File: src/rtl/block_beat_sequencer_pkg.sv
// Shared types and parameter helpers for the cache-block beat sequencer.
// Latency: n/a (declarations only).
// Backpressure: n/a (declarations only).
package block_beat_sequencer_pkg;

  // Sequencer states; GAP is the single re-arm cycle between beats
  typedef enum logic [2:0] {
    ST_IDLE,
    ST_READ_BEAT,
    ST_WRITE_BEAT,
    ST_GAP,
    ST_DONE
  } state_t;

  // Number of bus beats needed to move one cache block
  function automatic int beats_f(input int block_width, input int beat_width);
    return block_width / beat_width;
  endfunction

  // Byte stride between consecutive beat addresses
  function automatic int beat_bytes_f(input int beat_width);
    return beat_width / 8;
  endfunction

  // Address bits inside one block; cleared to form the block base address
  function automatic int offset_bits_f(input int block_width);
    return $clog2(block_width / 8);
  endfunction

  // Counter width for values 0..n-1, never narrower than one bit
  function automatic int width_min1_f(input int n);
    return (n < 2) ? 1 : $clog2(n);
  endfunction

endpackage

File: src/rtl/block_beat_sequencer_beat_retry_tracker.sv
// Beat index (k) and per-beat retry count (r) for the block sequencer.
// Latency: counters update on the edge that samples the qualified beat result.
// Backpressure: none; the parent only pulses ok/fault while a beat is in flight.
module block_beat_sequencer_beat_retry_tracker #(
  parameter int BEATS       = 4,
  parameter int MAX_RETRIES = 2,
  parameter int K_W         = 2,
  parameter int R_W         = 2
) (
  input  logic           i_clk,
  input  logic           i_arst,
  input  logic           i_clear,
  input  logic           i_beat_ok,
  input  logic           i_beat_fault,
  output logic [K_W-1:0] o_k,
  output logic           o_last_beat,
  output logic           o_retries_exhausted
);

  logic [R_W-1:0] r;

  assign o_last_beat         = (o_k == K_W'(BEATS - 1));
  assign o_retries_exhausted = (r == R_W'(MAX_RETRIES));

  // Advance k on success (holding at the last beat), count retries on faults
  always_ff @(posedge i_clk) begin
    if (i_arst || i_clear) begin
      o_k <= '0;
      r   <= '0;
    end else if (i_beat_ok) begin
      r <= '0;
      if (!o_last_beat) begin
        o_k <= o_k + K_W'(1);
      end
    end else if (i_beat_fault && !o_retries_exhausted) begin
      r <= r + R_W'(1);
    end
  end

endmodule

File: src/rtl/block_beat_sequencer.sv
// Splits a cache block into sequential bus beats, retries faulted beats, assembles reads.
// Latency: beat start one cycle after acceptance; 2*BEATS cycles to o_done when beats succeed first try.
// Backpressure: waits indefinitely on i_beat_done; start requests are ignored while busy.
module block_beat_sequencer
  import block_beat_sequencer_pkg::*;
#(
  parameter int BLOCK_WIDTH = 128,
  parameter int BEAT_WIDTH  = 32,
  parameter int ADDR_WIDTH  = 64,
  parameter int MAX_RETRIES = 2
) (
  input  logic                   i_clk,
  input  logic                   i_arst,
  input  logic                   i_start_read,
  input  logic                   i_start_write,
  input  logic [ADDR_WIDTH-1:0]  i_addr_block,
  input  logic [BLOCK_WIDTH-1:0] i_data_block,
  output logic [BLOCK_WIDTH-1:0] o_data_block,
  output logic                   o_busy,
  output logic                   o_done,
  output logic                   o_error,
  output logic                   o_beat_start_read,
  output logic                   o_beat_start_write,
  output logic [ADDR_WIDTH-1:0]  o_beat_addr,
  output logic [BEAT_WIDTH-1:0]  o_beat_data,
  input  logic [BEAT_WIDTH-1:0]  i_beat_data,
  input  logic                   i_beat_done,
  input  logic                   i_beat_fault
);

  localparam int BEATS       = beats_f(BLOCK_WIDTH, BEAT_WIDTH);
  localparam int BEAT_BYTES  = beat_bytes_f(BEAT_WIDTH);
  localparam int OFFSET_BITS = offset_bits_f(BLOCK_WIDTH);
  localparam int K_W         = width_min1_f(BEATS);
  localparam int R_W         = width_min1_f(MAX_RETRIES + 1);

  localparam logic [ADDR_WIDTH-1:0] OFFSET_MASK = {ADDR_WIDTH{1'b1}} << OFFSET_BITS;
  localparam logic [ADDR_WIDTH-1:0] BEAT_STRIDE = ADDR_WIDTH'(BEAT_BYTES);

  state_t                 state;
  logic                   mode_write;
  logic                   err_flag;
  logic [ADDR_WIDTH-1:0]  base_addr;
  logic [BLOCK_WIDTH-1:0] wr_block;
  logic [BLOCK_WIDTH-1:0] rd_block;
  logic                   start_rd_q;
  logic                   start_wr_q;
  logic                   busy_q;
  logic                   done_q;
  logic                   error_q;
  logic [BEAT_WIDTH-1:0]  beat_wdata;

  logic [K_W-1:0]         k;
  logic                   last_beat;
  logic                   retries_exhausted;
  logic                   in_beat;
  logic                   accept;
  logic                   beat_ok;
  logic                   beat_fault;

  // Beat results only count while a beat request is outstanding
  assign in_beat    = (state == ST_READ_BEAT) || (state == ST_WRITE_BEAT);
  assign accept     = (state == ST_IDLE) && (i_start_read || i_start_write);
  assign beat_ok    = in_beat && i_beat_done && !i_beat_fault;
  assign beat_fault = in_beat && i_beat_done && i_beat_fault;

  block_beat_sequencer_beat_retry_tracker #(
    .BEATS       (BEATS),
    .MAX_RETRIES (MAX_RETRIES),
    .K_W         (K_W),
    .R_W         (R_W)
  ) u_beat_retry_tracker (
    .i_clk               (i_clk),
    .i_arst              (i_arst),
    .i_clear             (accept),
    .i_beat_ok           (beat_ok),
    .i_beat_fault        (beat_fault),
    .o_k                 (k),
    .o_last_beat         (last_beat),
    .o_retries_exhausted (retries_exhausted)
  );

  // Select the write beat for the current index; beat 0 is the least significant slice
  always_comb begin
    beat_wdata = '0;
    for (int b = 0; b < BEATS; b++) begin
      if (k == K_W'(b)) begin
        beat_wdata = wr_block[b*BEAT_WIDTH +: BEAT_WIDTH];
      end
    end
  end

  // Block state machine with registered handshake outputs and read-block assembly
  always_ff @(posedge i_clk) begin
    if (i_arst) begin
      state      <= ST_IDLE;
      mode_write <= 1'b0;
      err_flag   <= 1'b0;
      base_addr  <= '0;
      wr_block   <= '0;
      rd_block   <= '0;
      start_rd_q <= 1'b0;
      start_wr_q <= 1'b0;
      busy_q     <= 1'b0;
      done_q     <= 1'b0;
      error_q    <= 1'b0;
    end else begin
      done_q  <= 1'b0;
      error_q <= 1'b0;
      case (state)
        ST_IDLE: begin
          if (i_start_read || i_start_write) begin
            base_addr <= i_addr_block & OFFSET_MASK;
            busy_q    <= 1'b1;
            // A simultaneous write request is dropped in favour of the read
            if (i_start_read) begin
              mode_write <= 1'b0;
              start_rd_q <= 1'b1;
              state      <= ST_READ_BEAT;
            end else begin
              mode_write <= 1'b1;
              wr_block   <= i_data_block;
              start_wr_q <= 1'b1;
              state      <= ST_WRITE_BEAT;
            end
          end
        end

        ST_READ_BEAT, ST_WRITE_BEAT: begin
          if (i_beat_done) begin
            start_rd_q <= 1'b0;
            start_wr_q <= 1'b0;
            if (!i_beat_fault) begin
              if (!mode_write) begin
                for (int b = 0; b < BEATS; b++) begin
                  if (k == K_W'(b)) begin
                    rd_block[b*BEAT_WIDTH +: BEAT_WIDTH] <= i_beat_data;
                  end
                end
              end
              if (last_beat) begin
                done_q  <= 1'b1;
                error_q <= err_flag;
                state   <= ST_DONE;
              end else begin
                state <= ST_GAP;
              end
            end else if (!retries_exhausted) begin
              state <= ST_GAP;
            end else begin
              // Out of retries: abandon the remaining beats and report the abort
              err_flag <= 1'b1;
              done_q   <= 1'b1;
              error_q  <= 1'b1;
              state    <= ST_DONE;
            end
          end
        end

        ST_GAP: begin
          if (mode_write) begin
            start_wr_q <= 1'b1;
            state      <= ST_WRITE_BEAT;
          end else begin
            start_rd_q <= 1'b1;
            state      <= ST_READ_BEAT;
          end
        end

        ST_DONE: begin
          busy_q   <= 1'b0;
          err_flag <= 1'b0;
          state    <= ST_IDLE;
        end

        default: begin
          state <= ST_IDLE;
        end
      endcase
    end
  end

  assign o_data_block       = rd_block;
  assign o_busy             = busy_q;
  assign o_done             = done_q;
  assign o_error            = error_q;
  assign o_beat_start_read  = start_rd_q;
  assign o_beat_start_write = start_wr_q;
  assign o_beat_addr        = base_addr + (ADDR_WIDTH'(k) * BEAT_STRIDE);
  assign o_beat_data        = beat_wdata;

endmodule

File: config.mk
export PLATFORM = sky130hd
export DESIGN_NAME = block_beat_sequencer
export DESIGN_NICKNAME = d
export VERILOG_FILES = /design/src/rtl/block_beat_sequencer_pkg.sv /design/src/rtl/block_beat_sequencer_beat_retry_tracker.sv /design/src/rtl/block_beat_sequencer.sv
export SDC_FILE = /design/constraint.sdc
export NUM_CORES = 1
export LEC_CHECK = 0
export CAP_MARGIN = 10
export CORE_UTILIZATION = 35
export CTS_CLUSTER_DIAMETER = 100
export DETAILED_ROUTE_END_ITERATION = 8
export HOLD_SLACK_MARGIN = 0.03
export PLACE_DENSITY = 0.65
export SYNTH_ARGS = -nofsm -noshare
export SYNTH_HDL_FRONTEND = slang
export SYNTH_SLANG_ARGS = --single-unit
File: constraint.sdc
create_clock -name i_clk -period 2.6 [get_ports i_clk]
set_clock_uncertainty 0.05 [all_clocks]
set_input_delay 0.52 -clock i_clk [delete_from_list [all_inputs] [get_ports i_clk]]
set_output_delay 0.52 -clock i_clk [all_outputs]
set_load 0.005 [all_outputs]
== Yosys cells after proc, flatten, opt, wreduce, memory -nomap -nowiden ==
Cells that the tools add are included.
Cells by class
  $add $sub $neg: 3
  reduce and logical (&&, ||, !) cells: 30
  bitwise logic cells: 6
  mux-type cells: 33
  eq/ne operators: 16
Operators by type and width (count)
  $mux W32: 4
  $add A64 B4 Y64: 1
  $reduce_and A5 Y1: 6
  $mux W1: 17
  $mux W3: 5
  $ne A2 B2 Y1 const B: 7
  $pmux W3 S3: 1
  $reduce_and A2 Y1: 4
  $eq A2 B2 Y1 const B: 3
  $eq A3 B2 Y1 const B: 2
  $not A1 Y1: 6
  $pmux W1 S3: 2
  $logic_and A1 B1 Y1: 5
  $add A2 B1 Y2 const B: 2
  $mux W2: 2
  $pmux W1 S2: 2
  $reduce_and A4 Y1: 1
  $reduce_bool A2 Y1: 2
  $reduce_or A2 Y1: 2
  $eq A3 B1 Y1 const B: 1
  $eq A3 B3 Y1 const B: 1
  $logic_not A3 Y1: 1
  $logic_or A1 B1 Y1: 3
  $reduce_and A3 Y1: 1
  other kinds (6): 7
Word-level totals
  bits of input ports: 230
  bits in registers: 330
  output and inout port bits: 229
  logic and storage cells: 104

== Logic depth before layout (Yosys ltp) ==
Gate-level depths: netlist of run 1.
  word-level depth: 5
  mapped depth: 8
  mapped depth without buffers: 6

== Cells and area by module ==
A second synthesis of run 1 with hierarchy kept.
Second synthesis, totals
  cell total of the unflattened synthesis: 1503
  area, all modules: 12560.8 um^2
Modules (own cells, without submodules)
  block_beat_sequencer: area an instance 12369.4 um^2, cells an instance 1485, sequential area each 6526.3 um^2, instances 1
  block_beat_sequencer_beat_retry_tracker: area an instance 191.4 um^2, cells an instance 18, sequential area each 80.1 um^2, instances 1

== Least setup slack after synthesis of run 1 ==
OpenSTA, ideal clock, no wires.
  path kind: register -> output
  start: reg u_beat_retry_tracker.o_k[0]
  end: out o_beat_data[10]
  data arrival time: 1.521 ns
  setup slack: 0.509 ns
  required time: 2.030 ns
  path buffers: 2
  stages on the path, launching flop included: 8
  cell sequence: dfxtp_1 ha_1 clkbuf_1 clkbuf_1 nand2_1 a21oi_1 a21oi_1 o21ai_0
Between the ends
  word-level cells in the longest chain between the ends: 5
  elaborated cells between the ends (all ways): 8
  classes of those cells: 3 x eq/ne; 4 x mux; 1 x reduce/logical
RTL lines
  start, declared: RTL line block_beat_sequencer_beat_retry_tracker.sv:15  | output logic [K_W-1:0] o_k,
  start signal, assigned: RTL line block_beat_sequencer_beat_retry_tracker.sv:33  | o_k <= o_k + K_W'(1);
  $logic_not A2 Y1: RTL line block_beat_sequencer.sv:87  | if (k == K_W'(b)) begin
  $mux W32 (3 in series): RTL line block_beat_sequencer.sv:87
  $mux W32 (*): RTL line block_beat_sequencer.sv:87
  end, declared: RTL line block_beat_sequencer.sv:25  | output logic [BEAT_WIDTH-1:0] o_beat_data,
Mark *: on every way between the ends. The rest lies on a longest branch, timed or not.

== Worst setup path after layout of run 1 ==
  start: reg u_beat_retry_tracker.o_k[1]
  end: out o_beat_data[12]
Same word-level chain as after synthesis.

==> results_dict.tcl, run 1 <==
set metrics [dict create \
    cp-end-kind "output port" \
    worst_pin_slew_ns 0.636 \
    cp_cell_sequence "inv_2, ha_4, buf_12, nand3b_1, a21oi_2, a21oi_1, o21ai_1, clkdlybuf4s15_2" \
    portBuffers 452 \
    timing.final.ws_setup_ns -0.0495 \
    netlist_area_sq_um 12700 \
    grt_remaining_overflow 0 \
    grt_pass1_vias 11707 \
    ant_nets 0 \
    cts_hold_buf 0 \
    place_inst 2469 \
    synth_top_family_by_area "simple AND/OR/NAND/NOR gates" \
    die_area_sq_um 37100 \
    status "finished with violations" \
    cts_tree "done" \
    dpl.hpwl_microns 30200 \
    synthXorXnorAreaFrac_pct 0.138 \
    cts_buffer_depth 3 \
    num_vias 12638 \
    vias_per_cell 4.96 \
    regToRegStartpoint "state[2]" \
    slowest_stage "dfxtp_2" \
    critPathLaunchType "flop" \
    numClockSinks 330 \
    grt_pass1_wl_microns 65100 \
    ys_ff_latch 330 \
    place.gp.congestion 0.903 \
    synth_cell_types 38 \
    synthToLayoutAreaGrowth_pct 50.5 \
    yosysSeqAreaShare_pct 51.9 \
    crit_type "flop to output port" \
    fin_crit_ns 2.65 \
    crit_start "u_beat_retry_tracker.o_k[1]" \
    fin_util_pct 53.7 \
    htreeDepth 2 \
    grt_antenna_before_repair 9 \
    clk_latency_ns 0.51 \
    wl_microns 44000 \
    cp_max_fo 34 \
    preCtsSetupSlack_ns -0.00923 \
    row_count 69 \
    finalSetupViolations 6 \
    placeableCoreArea_sq_um 35700 \
    detail_route.wl_per_cell_microns 17.3 \
    p_leak_nw 6.95 \
    dr.pass1.iters 7 \
    drive_gt1_share_pct 9.04 \
    max_freq_ghz 0.377 \
    cts_made_buffers 38 \
    syn_inst 1645 \
    drv_slew 0 \
    initial_utilization_pct 35.7 \
    final_cell_mix "633 x nand2_1, 419 x clkdlybuf4s50_1, 328 x dfxtp_1" \
    period_share_pct 102 \
    final_cells 2550 \
    layout.cells.most_common "nand2_1" \
    nNetsFinal 2292 \
    die_w_microns 193 \
    clk_pin_slew_ns 0.06 \
    cp_top_family "buffers and inverters" \
    cp.depth 8 \
    grt_max_degree 89 \
    slowest_delay_ns 0.33 \
    dieHeight_microns 193 \
    hold_class "input port to flop" \
    critPathCapture "o_beat_data[12]" \
    synth_compound_area_share_pct 15.9 \
    r2r_slack_ns 0.64 \
    synthMuxAreaShare_pct 2.60 \
    synthAdderAreaFrac_pct 0.492 \
    crit_arrival_ns 2.08 \
    cap_violations 0 \
    avgSynthCellArea_sq_um 7.73 \
    drt_iter0_drc 746 \
    finalPower_w 0.0144 \
    synthSimpleGateAreaFrac_pct 23.5 \
    violations "design-rule violations, negative setup slack" \
    drc 112 \
    regToRegEndpoint "wr_block[35]" \
    hold_violations 0 \
    power_density_nw_per_um2 751 \
    path_buf_inv 3 \
    rsz0062_at_grt "true" \
    synth_warnings 0 \
    ioPinCount 459 \
    peakVddDrop_v 0.000525 \
    cp.required_ns 2.03 \
    cts-root-buf "clkbuf_16" \
    slew_headroom_pct 57.6 \
    r2r_cells 5 \
    grt_use_total_pct 22.6 \
]
-- worst reg2reg max path, cell delays in order, from the launching register on --
cell and delay (ns):
dfxtp_1 0.55, clkinv_1 0.38, nand3_4 0.35, buf_12 0.30, nand2_1 0.13, a21oi_1 0.15
-- worst min-delay path by stage --
stage	cells after the start	endpoint	startpoint
after global placement	2	o_data_block[20]	o_data_block[20]
final	2	o_data_block[85]	i_arst
after detailed placement	2	base_addr[51]	base_addr[51]
after CTS	2	o_data_block[95]	i_arst
after global routing	2	wr_block[41]	wr_block[41]
after floorplan	2	wr_block[0]	wr_block[0]
-- state kept, by name, indices dropped and copies added (netlist names) --
name / count
base_addr: 60
err_flag: 1
mode_write: 1
o_beat_start_read: 1
o_beat_start_write: 1
o_busy: 1
o_data_block: 128
o_done: 1
o_error: 1
state: 3
u_beat_retry_tracker.o_k: 2
u_beat_retry_tracker.r: 2
wr_block: 128
-- where the power goes --
| group | total [W] | switching (W) | internal (W) |
|---|---|---|---|
| logic | 0.00344 | 0.00178 | 0.00166 |
| clock network | 0.00505 | 0.00205 | 0.00300 |
| registers | 0.00589 | 0.000313 | 0.00558 |
-- Yosys cell counts --
master    count  area (sq um)
and2_0        1          6.26
conb_1        1          3.75
and3_1        4          25.0
dfxtp_1     330          6610
a22oi_2       1          12.5
buf_4        24           180
clkbuf_1     71           267
inv_1         6          22.5
buf_2        26           130
nor4b_4       1          23.8
nand4_1       3          18.8
ha_1          5          62.6
nand3b_1     33           248
a21oi_1     353          1770
a41oi_1       1          8.76
xnor2_1       1          8.76
nand3_1       4          20.0
o21ai_0      35           175
nor3_1        7          35.0
buf_6         5          56.3
nand3_2       1          10.0
nor2_1       42           158
nor3_2        1          10.0
nor2b_1       1          6.26
nor4b_2       1          15.0
o221a_2       1          11.3
nand2_1     633          2380
and4_1        2          17.5
clkinv_1      1          3.75
or3b_2        1          8.76
a31oi_1       1          6.26
o211ai_1      1          7.51
xor2_1        1          8.76
a211oi_1      4          30.0
mux2i_1      33           330
nor3b_1       1          7.51
o211a_1       1          10.0
buf_1         7          26.3
-- timing repair --
item	4_1_cts	5_1_grt
endpoints found under the setup margin	32	32
resized for setup	168	32
gates cloned	2	2
pin swaps	28	12
setup buffers	3	2
-- logic make-up (layout without fill, tap and decap cells) --
| kind of cell | Yosys count | in the layout |
|---|---|---|
| compound gates | 398 | 398 |
| flops | 330 | 330 |
| fa+ha+maj | 5 | 5 |
| mux | 33 | 33 |
| simple gates | 736 | 736 |
| buf+inv | 140 | 574 |
| other cells | 1 | 11 |
| xor+xnor | 2 | 2 |
-- cell type report --
type	instances	area (sq um)
Antenna cell	9	22.5
Clock buffer	57	1130
Clock inverter	6	41.3
Fill cell	3364	16500
Inverter	7	28.8
Multi-Input combinational cell	1176	5620
Sequential cell	330	6610
Tap cell	461	577
Timing Repair Buffer	504	5110
-- through the flow --
| stage | hold WS [ns] | TNS [ns] | instance area, sq um |
|---|---|---|---|
| after floorplan | 0.386 | 0 | 12700 |
| after global placement | 0.391 | -0.00610 | 17700 |
| after detailed placement | 0.396 | -0.00923 | 17700 |
| after CTS | 0.388 | -0.896 | 19000 |
| after global routing | 0.414 | -2.01 | 19100 |
| final | 0.388 | -0.129 | 19100 |
-- metal layers --
layer | wire [microns] | vias up | share of wire (%) | track usage (%)
li1 | - | 6218 | - | -
met1 | 18500 | 5888 | 42 | 28.6
met2 | 20300 | 459 | 46 | 36.1
met3 | 4030 | 73 | 9.2 | 6.22
met4 | 1170 | 0 | 2.7 | 8.87
met5 | 0 | - | 0 | 0
Power figures use the tool's default switching activity.
==> run 2: changes to the inputs <==
- CELL_PAD_IN_SITES_DETAIL_PLACEMENT: not set -> 0
- CELL_PAD_IN_SITES_GLOBAL_PLACEMENT: not set -> 1
- CORE_UTILIZATION: 35 -> 32
- PLACE_DENSITY: 0.65 -> not set
- PLACE_DENSITY_LB_ADDON: not set -> 0.1
==> run 2 against run 1 <==
The run ends with negative setup slack left. Cell count grew 2.8%. Clock power up 7.1%. Global-route usage decreased by 0.44 points. Clock-buffer cell count rose by 5. Worst hold slack got worse by 0.012 ns. Sequential share of layout area shrank 0.83 points. Critical endpoint is now o_beat_data[9]. Largest cell class unchanged.
==> results_dict.tcl, run 2 (synthesis gave the netlist of run 1 again) <==
set metrics [dict create \
    status "finished with violations" \
    violations "negative setup slack" \
    place.gp.congestion 0.836 \
    dieHeight_microns 201 \
    drc 0 \
    die_area_sq_um 40500 \
    worst_pin_slew_ns 0.565 \
    crit_type "flop to output port" \
    path_buf_inv 4 \
    period_share_pct 103 \
    fin_util_pct 50.4 \
    ioPinCount 459 \
    htreeDepth 2 \
    critPathLaunchType "flop" \
    nFillCells 3903 \
    dr.pass1.iters 5 \
    synthToLayoutAreaGrowth_pct 54.3 \
    cap_violations 0 \
    clk_latency_ns 0.53 \
    hold_depth 2 \
    p_leak_nw 7.13 \
    drt_iter0_drc 631 \
    layout.cells.most_common "nand2_1" \
    drive_gt1_share_pct 11.2 \
    power_density_nw_per_um2 760 \
    placeableCoreArea_sq_um 38900 \
    regToRegStartpoint "u_beat_retry_tracker.o_k[0]" \
    r2r_cells 8 \
    vias_per_cell 4.73 \
    initial_utilization_pct 32.7 \
    whs_endpoint "o_data_block[93]" \
    timing.final.ws_setup_ns -0.0684 \
    slowest_delay_ns 0.34 \
    max_freq_ghz 0.375 \
    crit_arrival_ns 2.10 \
    grt_use_total_pct 22.1 \
    cp_cell_sequence "inv_4, ha_4, buf_12, buf_12, nand3b_1, a21oi_2, a21oi_2, o21ai_1, buf_2" \
    cts_made_buffers 39 \
    nNetsFinal 2305 \
    die_w_microns 201 \
    ant_nets 0 \
    slowest_stage "dfxtp_2" \
    numClockSinks 330 \
    slew_headroom_pct 62.3 \
    r2r_slack_ns 0.48 \
    finalSetupViolations 17 \
    cp.required_ns 2.03 \
    final_cell_mix "628 x nand2_1, 419 x clkdlybuf4s50_1, 328 x dfxtp_1" \
    peakVddDrop_v 0.000478 \
    grt_pass1_vias 12009 \
    grt_max_degree 80 \
    cp-end-kind "output port" \
    cts_tree "done" \
    dpl.hpwl_microns 31800 \
    drv_slew 0 \
    clk_pin_slew_ns 0.05 \
    whs_ns 0.376 \
    fin_crit_ns 2.67 \
    cts_hold_buf 0 \
    cts_buffer_depth 3 \
    grt_pass1_wl_microns 70800 \
    hold_violations 0 \
    hold_class "input port to flop" \
    grt_remaining_overflow 0 \
    detail_route.wl_per_cell_microns 17.4 \
    num_vias 12392 \
    wl_microns 45600 \
    cp_max_fo 8 \
    regToRegEndpoint "o_data_block[99]" \
    rsz0062_at_grt "true" \
    cts-root-buf "clkbuf_16" \
    cp_top_family "buffers and inverters" \
    min_from "i_arst" \
    grt_antenna_before_repair 11 \
    row_count 72 \
    portBuffers 452 \
]
-- run 2: changes by cell type in the layout (fill, tap and decap cells not counted), sizes merged, moves of 2 or more --
cell           change
clkdlybuf4s15      -3
diode              -4
buf               +20
clkinvlp           +2
-- run 2: cell type report --
cell class | instances | area [sq um] | area share (%)
sequential | 330 | 6610 | 33.7
multi-input combinational | 1176 | 5740 | 29.2
timing repair buffer | 516 | 5300 | 27.0
clock buffer | 62 | 1200 | 6.13
tap | 518 | 648 | 3.30
clock inverter | 7 | 80.1 | 0.408
inverter | 7 | 31.3 | 0.159
antenna | 5 | 12.5 | 0.0638
-- run 2: through the flow --
stage | cells | instance area (sq um) | setup TNS [ns] | power (W) | setup WS (ns)
after floorplan | 1646 | 12700 | 0 | 0.00768 | 0.509
after global routing | 2620 | 19600 | -3.17 | 0.0157 | -0.180
after global placement | 2536 | 17900 | -0.0883 | 0.00944 | -0.0395
after detailed placement | 2536 | 17900 | -0.263 | 0.00947 | -0.0654
final | 2621 | 19600 | -0.470 | 0.0149 | -0.0684
after CTS | 2614 | 19500 | -1.13 | 0.0151 | -0.0952
-- run 2: worst max path at each step --
stage | depth (start not counted) | from | endpoint
4_1_cts | 9 | u_beat_retry_tracker.o_k[1] | o_beat_data[17]
6_report | 9 | u_beat_retry_tracker.o_k[1] | o_beat_data[9]
3_3_place_gp | 8 | u_beat_retry_tracker.o_k[0] | o_beat_data[2]
2_1_floorplan | 7 | u_beat_retry_tracker.o_k[0] | o_beat_data[10]
3_5_place_dp | 8 | u_beat_retry_tracker.o_k[0] | o_beat_data[11]
5_1_grt | 9 | u_beat_retry_tracker.o_k[1] | o_beat_data[30]
-- run 2: layer usage --
| layer | wire (microns) | up-vias | track usage (%) | share of wire (%) |
|---|---|---|---|---|
| met4 | 964 | 12 | 5.52 | 2.1 |
| met2 | 20100 | 394 | 34.4 | 44 |
| li1 | - | 6239 | - | - |
| met5 | 69 | - | 0 | 0.15 |
| met1 | 20600 | 5684 | 29.3 | 45 |
| met3 | 3800 | 63 | 7.34 | 8.3 |
-- run 2: worst register-to-register path, delay by kind of cell, from the launching register on --
kind                     cells  cell delay, ns
buffers and inverters        3            0.58
flip-flops                   1            0.38
AND/OR/NAND/NOR              3            0.70
adder cells (fa/ha/maj)      1            0.21
AO/OA/AOI/OAI                1            0.13
-- run 2: what timing repair did --
| action | CTS | global route |
|---|---|---|
| gates resized for setup | 239 | 22 |
| buffers inserted | 4 | 3 |
| pin swaps | 44 | 21 |
| setup endpoints to repair | 32 | 32 |
| cloned | 5 | 0 |
-- run 2: where the power goes --
part	switching (W)	internal (W)	leakage (nW)
registers	0.000320	0.00558	2.68
logic	0.00184	0.00177	3.82
clock network	0.00214	0.00327	0.625
total	0.00430	0.0106	7.13
